--- src/rtl/dmem_pkg.sv ---
// Shared types and constants for the data-memory refill controller.
package dmem_pkg;

  typedef enum logic [1:0] {
    StIdle,
    StMemRead,
    StFill,
    StMemWrite
  } state_e;

  localparam logic MEM_WORD = 1'b0;
  localparam logic MEM_BYTE = 1'b1;

  // Only naturally aligned word loads may be written into the word-granular cache.
  function automatic logic fill_ok(input logic mem_type, input logic [1:0] addr_lsb);
    return (mem_type != MEM_BYTE) && (addr_lsb == 2'b00);
  endfunction

endpackage

--- src/rtl/perf_counter.sv ---
// Free-running event counter with enable; wraps modulo 2^Width.
module perf_counter #(
  parameter int unsigned Width = 32
) (
  input  logic             clk_i,
  input  logic             rst_i,
  input  logic             en_i,
  output logic [Width-1:0] count_o
);

  logic [Width-1:0] count_q;

  always_ff @(posedge clk_i or posedge rst_i) begin
    if (rst_i) begin
      count_q <= '0;
    end else if (en_i) begin
      count_q <= count_q + Width'(1);
    end
  end

  assign count_o = count_q;

endmodule

--- src/rtl/dmem_refill_ctrl.sv ---
// Data-memory access controller: zero-latency load hits, stalled miss refill and
// write-through, no-allocate stores with load hit/miss counters.
module dmem_refill_ctrl
  import dmem_pkg::*;
#(
  parameter int unsigned DATA_WIDTH = 32,
  parameter int unsigned CNT_WIDTH  = 32
) (
  input  logic                  clk,
  input  logic                  rst,
  input  logic                  req_valid,
  input  logic                  req_we,
  input  logic                  req_type,
  input  logic [DATA_WIDTH-1:0] req_addr,
  input  logic [DATA_WIDTH-1:0] req_wdata,
  output logic                  stall_o,
  output logic [DATA_WIDTH-1:0] rdata_o,
  output logic                  rdata_valid,
  input  logic                  cache_hit,
  input  logic [DATA_WIDTH-1:0] cache_data,
  output logic                  cache_fill,
  output logic                  cache_inval,
  output logic [DATA_WIDTH-1:0] cache_fill_addr,
  output logic [DATA_WIDTH-1:0] cache_fill_data,
  output logic                  mem_req,
  output logic                  mem_we,
  output logic                  mem_type,
  output logic [DATA_WIDTH-1:0] mem_addr,
  output logic [DATA_WIDTH-1:0] mem_wdata,
  input  logic [DATA_WIDTH-1:0] mem_rdata,
  input  logic                  mem_ready,
  output logic [CNT_WIDTH-1:0]  hit_count,
  output logic [CNT_WIDTH-1:0]  miss_count
);

  state_e                state_q, state_d;
  logic [DATA_WIDTH-1:0] addr_q, addr_d;
  logic [DATA_WIDTH-1:0] wdata_q, wdata_d;
  logic [DATA_WIDTH-1:0] rdata_q, rdata_d;
  logic                  type_q, type_d;
  logic                  hit_en, miss_en;

  always_ff @(posedge clk or posedge rst) begin
    if (rst) begin
      state_q <= StIdle;
      addr_q  <= '0;
      wdata_q <= '0;
      rdata_q <= '0;
      type_q  <= MEM_WORD;
    end else begin
      state_q <= state_d;
      addr_q  <= addr_d;
      wdata_q <= wdata_d;
      rdata_q <= rdata_d;
      type_q  <= type_d;
    end
  end

  always_comb begin
    state_d         = state_q;
    addr_d          = addr_q;
    wdata_d         = wdata_q;
    rdata_d         = rdata_q;
    type_d          = type_q;
    stall_o         = 1'b0;
    rdata_o         = '0;
    rdata_valid     = 1'b0;
    cache_fill      = 1'b0;
    cache_inval     = 1'b0;
    cache_fill_addr = '0;
    cache_fill_data = '0;
    mem_req         = 1'b0;
    mem_we          = 1'b0;
    mem_type        = MEM_WORD;
    mem_addr        = '0;
    mem_wdata       = '0;
    hit_en          = 1'b0;
    miss_en         = 1'b0;

    // Outputs stay low for the whole reset pulse, not just after the next edge.
    if (!rst) begin
      unique case (state_q)
        StIdle: begin
          if (req_valid) begin
            if (!req_we && cache_hit) begin
              rdata_o     = cache_data;
              rdata_valid = 1'b1;
              hit_en      = 1'b1;
            end else begin
              stall_o = 1'b1;
              addr_d  = req_addr;
              wdata_d = req_wdata;
              type_d  = req_type;
              if (req_we) begin
                state_d = StMemWrite;
                if (cache_hit) begin
                  cache_inval     = 1'b1;
                  cache_fill_addr = req_addr;
                end
              end else begin
                miss_en = 1'b1;
                state_d = StMemRead;
              end
            end
          end
        end
        StMemRead: begin
          stall_o = 1'b1;
          mem_req = 1'b1;
          if (mem_ready) begin
            rdata_d = mem_rdata;
            state_d = StFill;
          end
        end
        StFill: begin
          rdata_o     = rdata_q;
          rdata_valid = 1'b1;
          state_d     = StIdle;
          if (fill_ok(type_q, addr_q[1:0])) begin
            cache_fill      = 1'b1;
            cache_fill_addr = addr_q;
            cache_fill_data = rdata_q;
          end
        end
        StMemWrite: begin
          mem_req = 1'b1;
          mem_we  = 1'b1;
          // Release the pipeline in the completion cycle so the next access lands in IDLE.
          stall_o = !mem_ready;
          if (mem_ready) begin
            state_d = StIdle;
          end
        end
        default: state_d = StIdle;
      endcase

      if (mem_req) begin
        mem_type  = type_q;
        mem_addr  = addr_q;
        mem_wdata = wdata_q;
      end
    end
  end

  perf_counter #(
    .Width(CNT_WIDTH)
  ) u_hit_counter (
    .clk_i  (clk),
    .rst_i  (rst),
    .en_i   (hit_en),
    .count_o(hit_count)
  );

  perf_counter #(
    .Width(CNT_WIDTH)
  ) u_miss_counter (
    .clk_i  (clk),
    .rst_i  (rst),
    .en_i   (miss_en),
    .count_o(miss_count)
  );

endmodule
--- config.mk ---
export PLATFORM = sky130hd
export DESIGN_NAME = dmem_refill_ctrl
export DESIGN_NICKNAME = d
export VERILOG_FILES = /design/src/rtl/dmem_pkg.sv /design/src/rtl/perf_counter.sv /design/src/rtl/dmem_refill_ctrl.sv
export SDC_FILE = /design/constraint.sdc
export NUM_CORES = 1
export LEC_CHECK = 0
export CAP_MARGIN = 30
export CORE_AREA = 2 2 142 144
export DETAILED_ROUTE_END_ITERATION = 8
export DIE_AREA = 0 0 144 146
export PLACE_DENSITY = 0.83
export SYNTH_ARGS = -nofsm -noshare
export SYNTH_HDL_FRONTEND = slang
export SYNTH_HIERARCHICAL = 1
export SYNTH_SLANG_ARGS = --single-unit
--- constraint.sdc ---
create_clock -name clk -period 5.3 [get_ports clk]
set_input_delay 1.59 -clock clk [delete_from_list [all_inputs] [get_ports clk]]
set_output_delay 1.59 -clock clk [all_outputs]
set_load 0.03 [all_outputs]
[After elaboration in Yosys (flattened, before gate mapping)]
Cells that the tools add are included.
Word-level totals
  register bits: 163
  output and inout bits: 231
  input port bits: 135
Cells by class
  add/subtract/negate cells: 2
  bitwise logic cells: 3
  muxes and demuxes: 55
  equality and inequality tests: 7
  reduce and logical (&&, ||, !) cells: 10
Operator list (count)
  2-to-1 mux 32 bit: 16
  one-hot mux 32 bit (2 select lines): 2
  adder 32 x 1 -> 32 bit, second input constant: 2
  2-to-1 mux 1 bit: 29
  2-to-1 mux 2 bit: 5
  inequality test 2 bit, second input constant: 4
  one-hot mux 2 bit (4 select lines): 1
  AND reduction 5 bit: 1
  == test 2 bit, second input constant: 2
  zero test 2 bit: 2
  AND reduction 4 bit: 1
  inverter 1 bit: 3
  one-hot mux 1 bit (3 select lines): 1
  AND reduction 3 bit: 1
  == test 2 x 1 -> 1 bit, second input constant: 1
  logical AND 1 bit: 2
  zero test 1 bit: 2
  one-hot mux 1 bit (2 select lines): 1
  OR reduction 2 bit: 1

[Logic depth before layout (Yosys ltp)]
  word-level depth: 6
  mapped depth: 8

[Modules after synthesis]
The synthesis kept the hierarchy.
Modules (own cells, without submodules)
  dmem_refill_ctrl: area each 5123.7 um^2, instances 1, sequential area each 2477.4 um^2, cells an instance 418
  perf_counter (u_hit_counter): area each 1476.4 um^2, instances 1, sequential area each 800.8 um^2, cells an instance 126
  perf_counter (u_miss_counter): area each 1458.9 um^2, instances 1, sequential area each 800.8 um^2, cells an instance 125

[Worst setup path before layout]
OpenSTA, ideal clock, no wires.
  path kind: input to output
  from: input rst
  to: output cache_fill_data[22]
  data arrival time: 2.902 ns
  buffers on the path: 1
  stages: 4
  setup slack: 0.808 ns
  path through: nor3b_2 > nor4b_4 > buf_2 > and2_1
On the way
  word-level cells in the longest chain between the ends: 1
Ends and longest elaborated chain
  from (decl): line dmem_refill_ctrl.sv:10  | input logic rst,
  2-to-1 mux 32 bit: line dmem_refill_ctrl.sv:81  | if (!rst) begin
  to (decl): line dmem_refill_ctrl.sv:24  | output logic [DATA_WIDTH-1:0] cache_fill_data,
No other way between the ends.

[Final worst setup path]
  from: input rst
  to: output cache_fill_addr[12]
On the way
  word-level cells in the longest chain between the ends: 1
Ends and longest elaborated chain
  2-to-1 mux 32 bit: line dmem_refill_ctrl.sv:81
  to (decl): line dmem_refill_ctrl.sv:23  | output logic [DATA_WIDTH-1:0] cache_fill_addr,
No other way between the ends.

==> results.py <==
metrics = {
    "layout": {
        "multiInputGateArea_um2": 3800,
        "fillerInstances": 1547,
        "syn_to_final_growth_pct": 52.5,
        "layout.nets": 1170,
        "regArea_um2": 4080,
        "layout-drive-gt1-share_pct": 29.6,
    },
    "yosys": {
        "synthSimpleGateAreaFrac_pct": 18.5,
        "async_reset_ff_share_pct": 100,
        "synth_top_family_by_area": "simple AND/OR/NAND/NOR gates",
        "synth-compound-area-share_pct": 7.23,
        "synth_top_cell_area_share_pct": 50.6,
        "netlist_top_cells_area": "dfrtp_1, mux2_2, and2_1, a22o_1, mux2_1",
        "yosys.area.top_type": "dfrtp_1",
        "ys_seq_area_share_pct": 50.6,
        "yosys-top-cells-count": "dfrtp_1, and2_1, mux2_2",
        "ys.flop_type": "dfrtp_1",
        "synth_edf_count": 0,
        "ys_ff_latch": 163,
        "synth_xor_area_share_pct": 6.83,
        "synth.distinct_cells": 45,
        "synthMuxAreaShare_pct": 13.8,
        "synth_most_common_cell": "dfrtp_1",
        "syn_area_um2": 8060,
        "syn-instance-count": 669,
        "mappedNetlistNets": 806,
        "synthAdderAreaFrac_pct": 0.311,
        "syn_area_per_cell_um2": 12.0,
        "yosys_warnings": 6,
    },
    "worst_setup_path": {
        "r2r-end": "u_miss_counter/count_o[23]$_DFFE_PP0P_",
        "r2r-start": "state_q[1]$_DFFE_PP0P_",
        "cp-start-kind": "input port",
        "ff2ff_setup_slack_ns": 2.41,
        "required_ns": 3.71,
        "r2r_cells": 7,
        "crit_type": "in2out",
        "critPathMaxFanout": 54,
        "worstPathArrival_ns": 3.32,
        "crit_path_end_kind": "primary output",
    },
    "sta": {
        "setup_viol": 0,
        "fin_setup_tns_ns": 0,
        "tightest_slew_ns": 0.881,
        "relSlewSlack_pct": 41.2,
        "fin_skew_ns": 0.0115,
        "fin_crit_ns": 4.91,
        "finalWorstSetupSlack_ns": 0.390,
        "fmax_ghz": 0.204,
        "rsz0062_at_grt": "false",
        "finalCritPeriodShare_pct": 92.6,
        "hold_viol_final": 0,
        "slew_violations": 0,
    },
    "pwr": {
        "power_density_nw_per_um2": 363,
        "swShare_pct": 33.7,
        "clkPwrFrac_pct": 25.2,
        "vdd_ir_drop_max_mv": 0.250,
        "power.leakage_nw": 5.58,
        "p_comb_share_pct": 31.0,
        "p_seq_share_pct": 43.8,
        "p_int_mw": 2.96,
        "p_sw_mw": 1.50,
    },
    "cts": {
        "post-cts-setup-buffers": 0,
        "root_buffer": "clkbuf_16",
        "h-tree-depth": 4,
        "cts_made_buffers": 17,
        "cts.reportedPaths.clkPinSlew_ns": 0.07,
        "clk_path_buf_depth": 2,
        "cts_resized": 0,
        "cts_tree": "done",
        "insertion_delay_ns": 0.42,
        "cts_hold_repair.buffers": 0,
        "clkSinkCount": 163,
    },
    "outcome": {
        "status": "completed",
    },
    "job": {
        "drv_cap": 0,
    },
    "global_routing": {
        "antenna_found_initial": 6,
        "grt_max_degree": 67,
        "grt_pass1_wl_um": 37800,
        "grt_pass1_vias": 6662,
        "grt-ovfl-total": 0,
        "grt_usage_pct": 23.5,
    },
    "min_path": {
        "min_to": "wdata_q[14]$_DFFE_PP0P_",
        "min_from": "wdata_q[14]$_DFFE_PP0P_",
        "min_path_type": "reg2reg",
        "hold_depth": 1,
    },
    "floorplan": {
        "die_h_um": 146,
        "core_um2": 19300,
        "pin_count": 366,
        "die_x_um": 144,
        "die_area_um2": 21000,
        "rows": 51,
        "start_util_pct": 41.7,
    },
    "drt": {
        "drt-pass1-iter-count": 5,
        "detail-route-antenna-nets": 0,
        "drt_iter0_drc": 285,
        "drc": 0,
        "wirelength_um": 25200,
        "num_vias": 6708,
        "via_per_inst": 5.09,
        "avgRoutedWirePerCell_um": 19.1,
    },
    "placed_design": {
        "gp_congestion": 0.872,
        "pre_cts_slack_ns": 0.387,
        "portBuffers": 365,
        "dp_hpwl_um": 19200,
    },
}
==> per-layer routing <==
metal | global-route usage [%] | up-vias | part of all wire, %
met5 | 0 | - | 0
met4 | 12.0 | 0 | 3.6
met3 | 5.69 | 50 | 7.4
met2 | 39.7 | 259 | 51
met1 | 27.7 | 3275 | 38
li1 | - | 3124 | -
==> cells by family after synthesis <==
kind of cell    after synthesis
fa+ha+maj                     2
mux                          99
xor+xnor                     62
compound gates               69
simple gates                232
buf+inv                      42
flops                       163
==> layout by cell type (no fill, tap or decap), drive strengths merged, types with 8 or more instances in the layout <==
cell type      instances
nand4                 19
nor3                  11
dfrtp                163
nand2                 24
nor2                   9
clkdlybuf4s50        198
xnor2                 38
buf                  183
mux2                  99
nand3                 23
clkbuf                18
and2                 104
nor4                  12
xor2                  24
inv                   10
and4                   8
a22o                  62
==> power by group through the flow <==
stage / clock, mW / sequential, mW / combinational (mW)
2_1_floorplan: 0 / 1.90 / 0.859
3_3_place_gp: 0 / 1.95 / 1.36
3_5_place_dp: 0 / 1.97 / 1.39
4_1_cts: 1.16 / 1.95 / 1.40
5_1_grt: 1.20 / 2.01 / 1.47
6_report: 1.12 / 1.95 / 1.38
==> sequential cells by signal, summed over array words and instances, names as in the netlist <==
name and count:
addr_q 32, wdata_q 32, u_miss_counter/count_o 32, state_q 2, type_q 1, rdata_q 32, u_hit_counter/count_o 32
==> per-stage QoR <==
stage | power (mW) | utilization, % | instances | hold slack, ns | area, um2
after global routing | 4.68 | 63.5 | 1316 | 0.501 | 12300
after detailed placement | 3.37 | 60.7 | 1279 | 0.467 | 11700
after CTS | 4.51 | 63.5 | 1311 | 0.483 | 12300
after global placement | 3.32 | 60.6 | 1278 | 0.459 | 11700
after floorplan | 2.76 | - | 669 | 0.449 | 8060
final | 4.46 | 63.6 | 1317 | 0.479 | 12300
==> worst max-delay path by stage <==
stage / startpoint / endpoint / slack [ns] / depth (start not counted)
2_1_floorplan: rst / cache_fill_data[22] / 0.81 / 4
3_3_place_gp: rst / cache_fill_addr[12] / 0.42 / 6
3_5_place_dp: rst / cache_fill_addr[12] / 0.39 / 6
4_1_cts: rst / cache_fill_addr[12] / 0.37 / 6
5_1_grt: rst / cache_fill_addr[12] / 0.30 / 6
6_report: rst / cache_fill_addr[12] / 0.39 / 6
==> worst max-delay path: stages <==
cell and delay, ns:
clkdlybuf4s50_1 0.47, nor3b_4 0.23, nor4b_4 0.30, buf_12 0.26
a22o_1 0.30, buf_12 0.15
==> area by class of cell <==
cell class	count	share of cell area (%)
inverters	6	0.204
repair buffers	381	28.5
flip-flops and latches	163	33.2
clock buffers	18	3.49
multi-input cells	464	30.9
diodes	6	0.122
clock inverters	14	0.855
well taps	265	2.70
(Power assumes the default switching activity.)
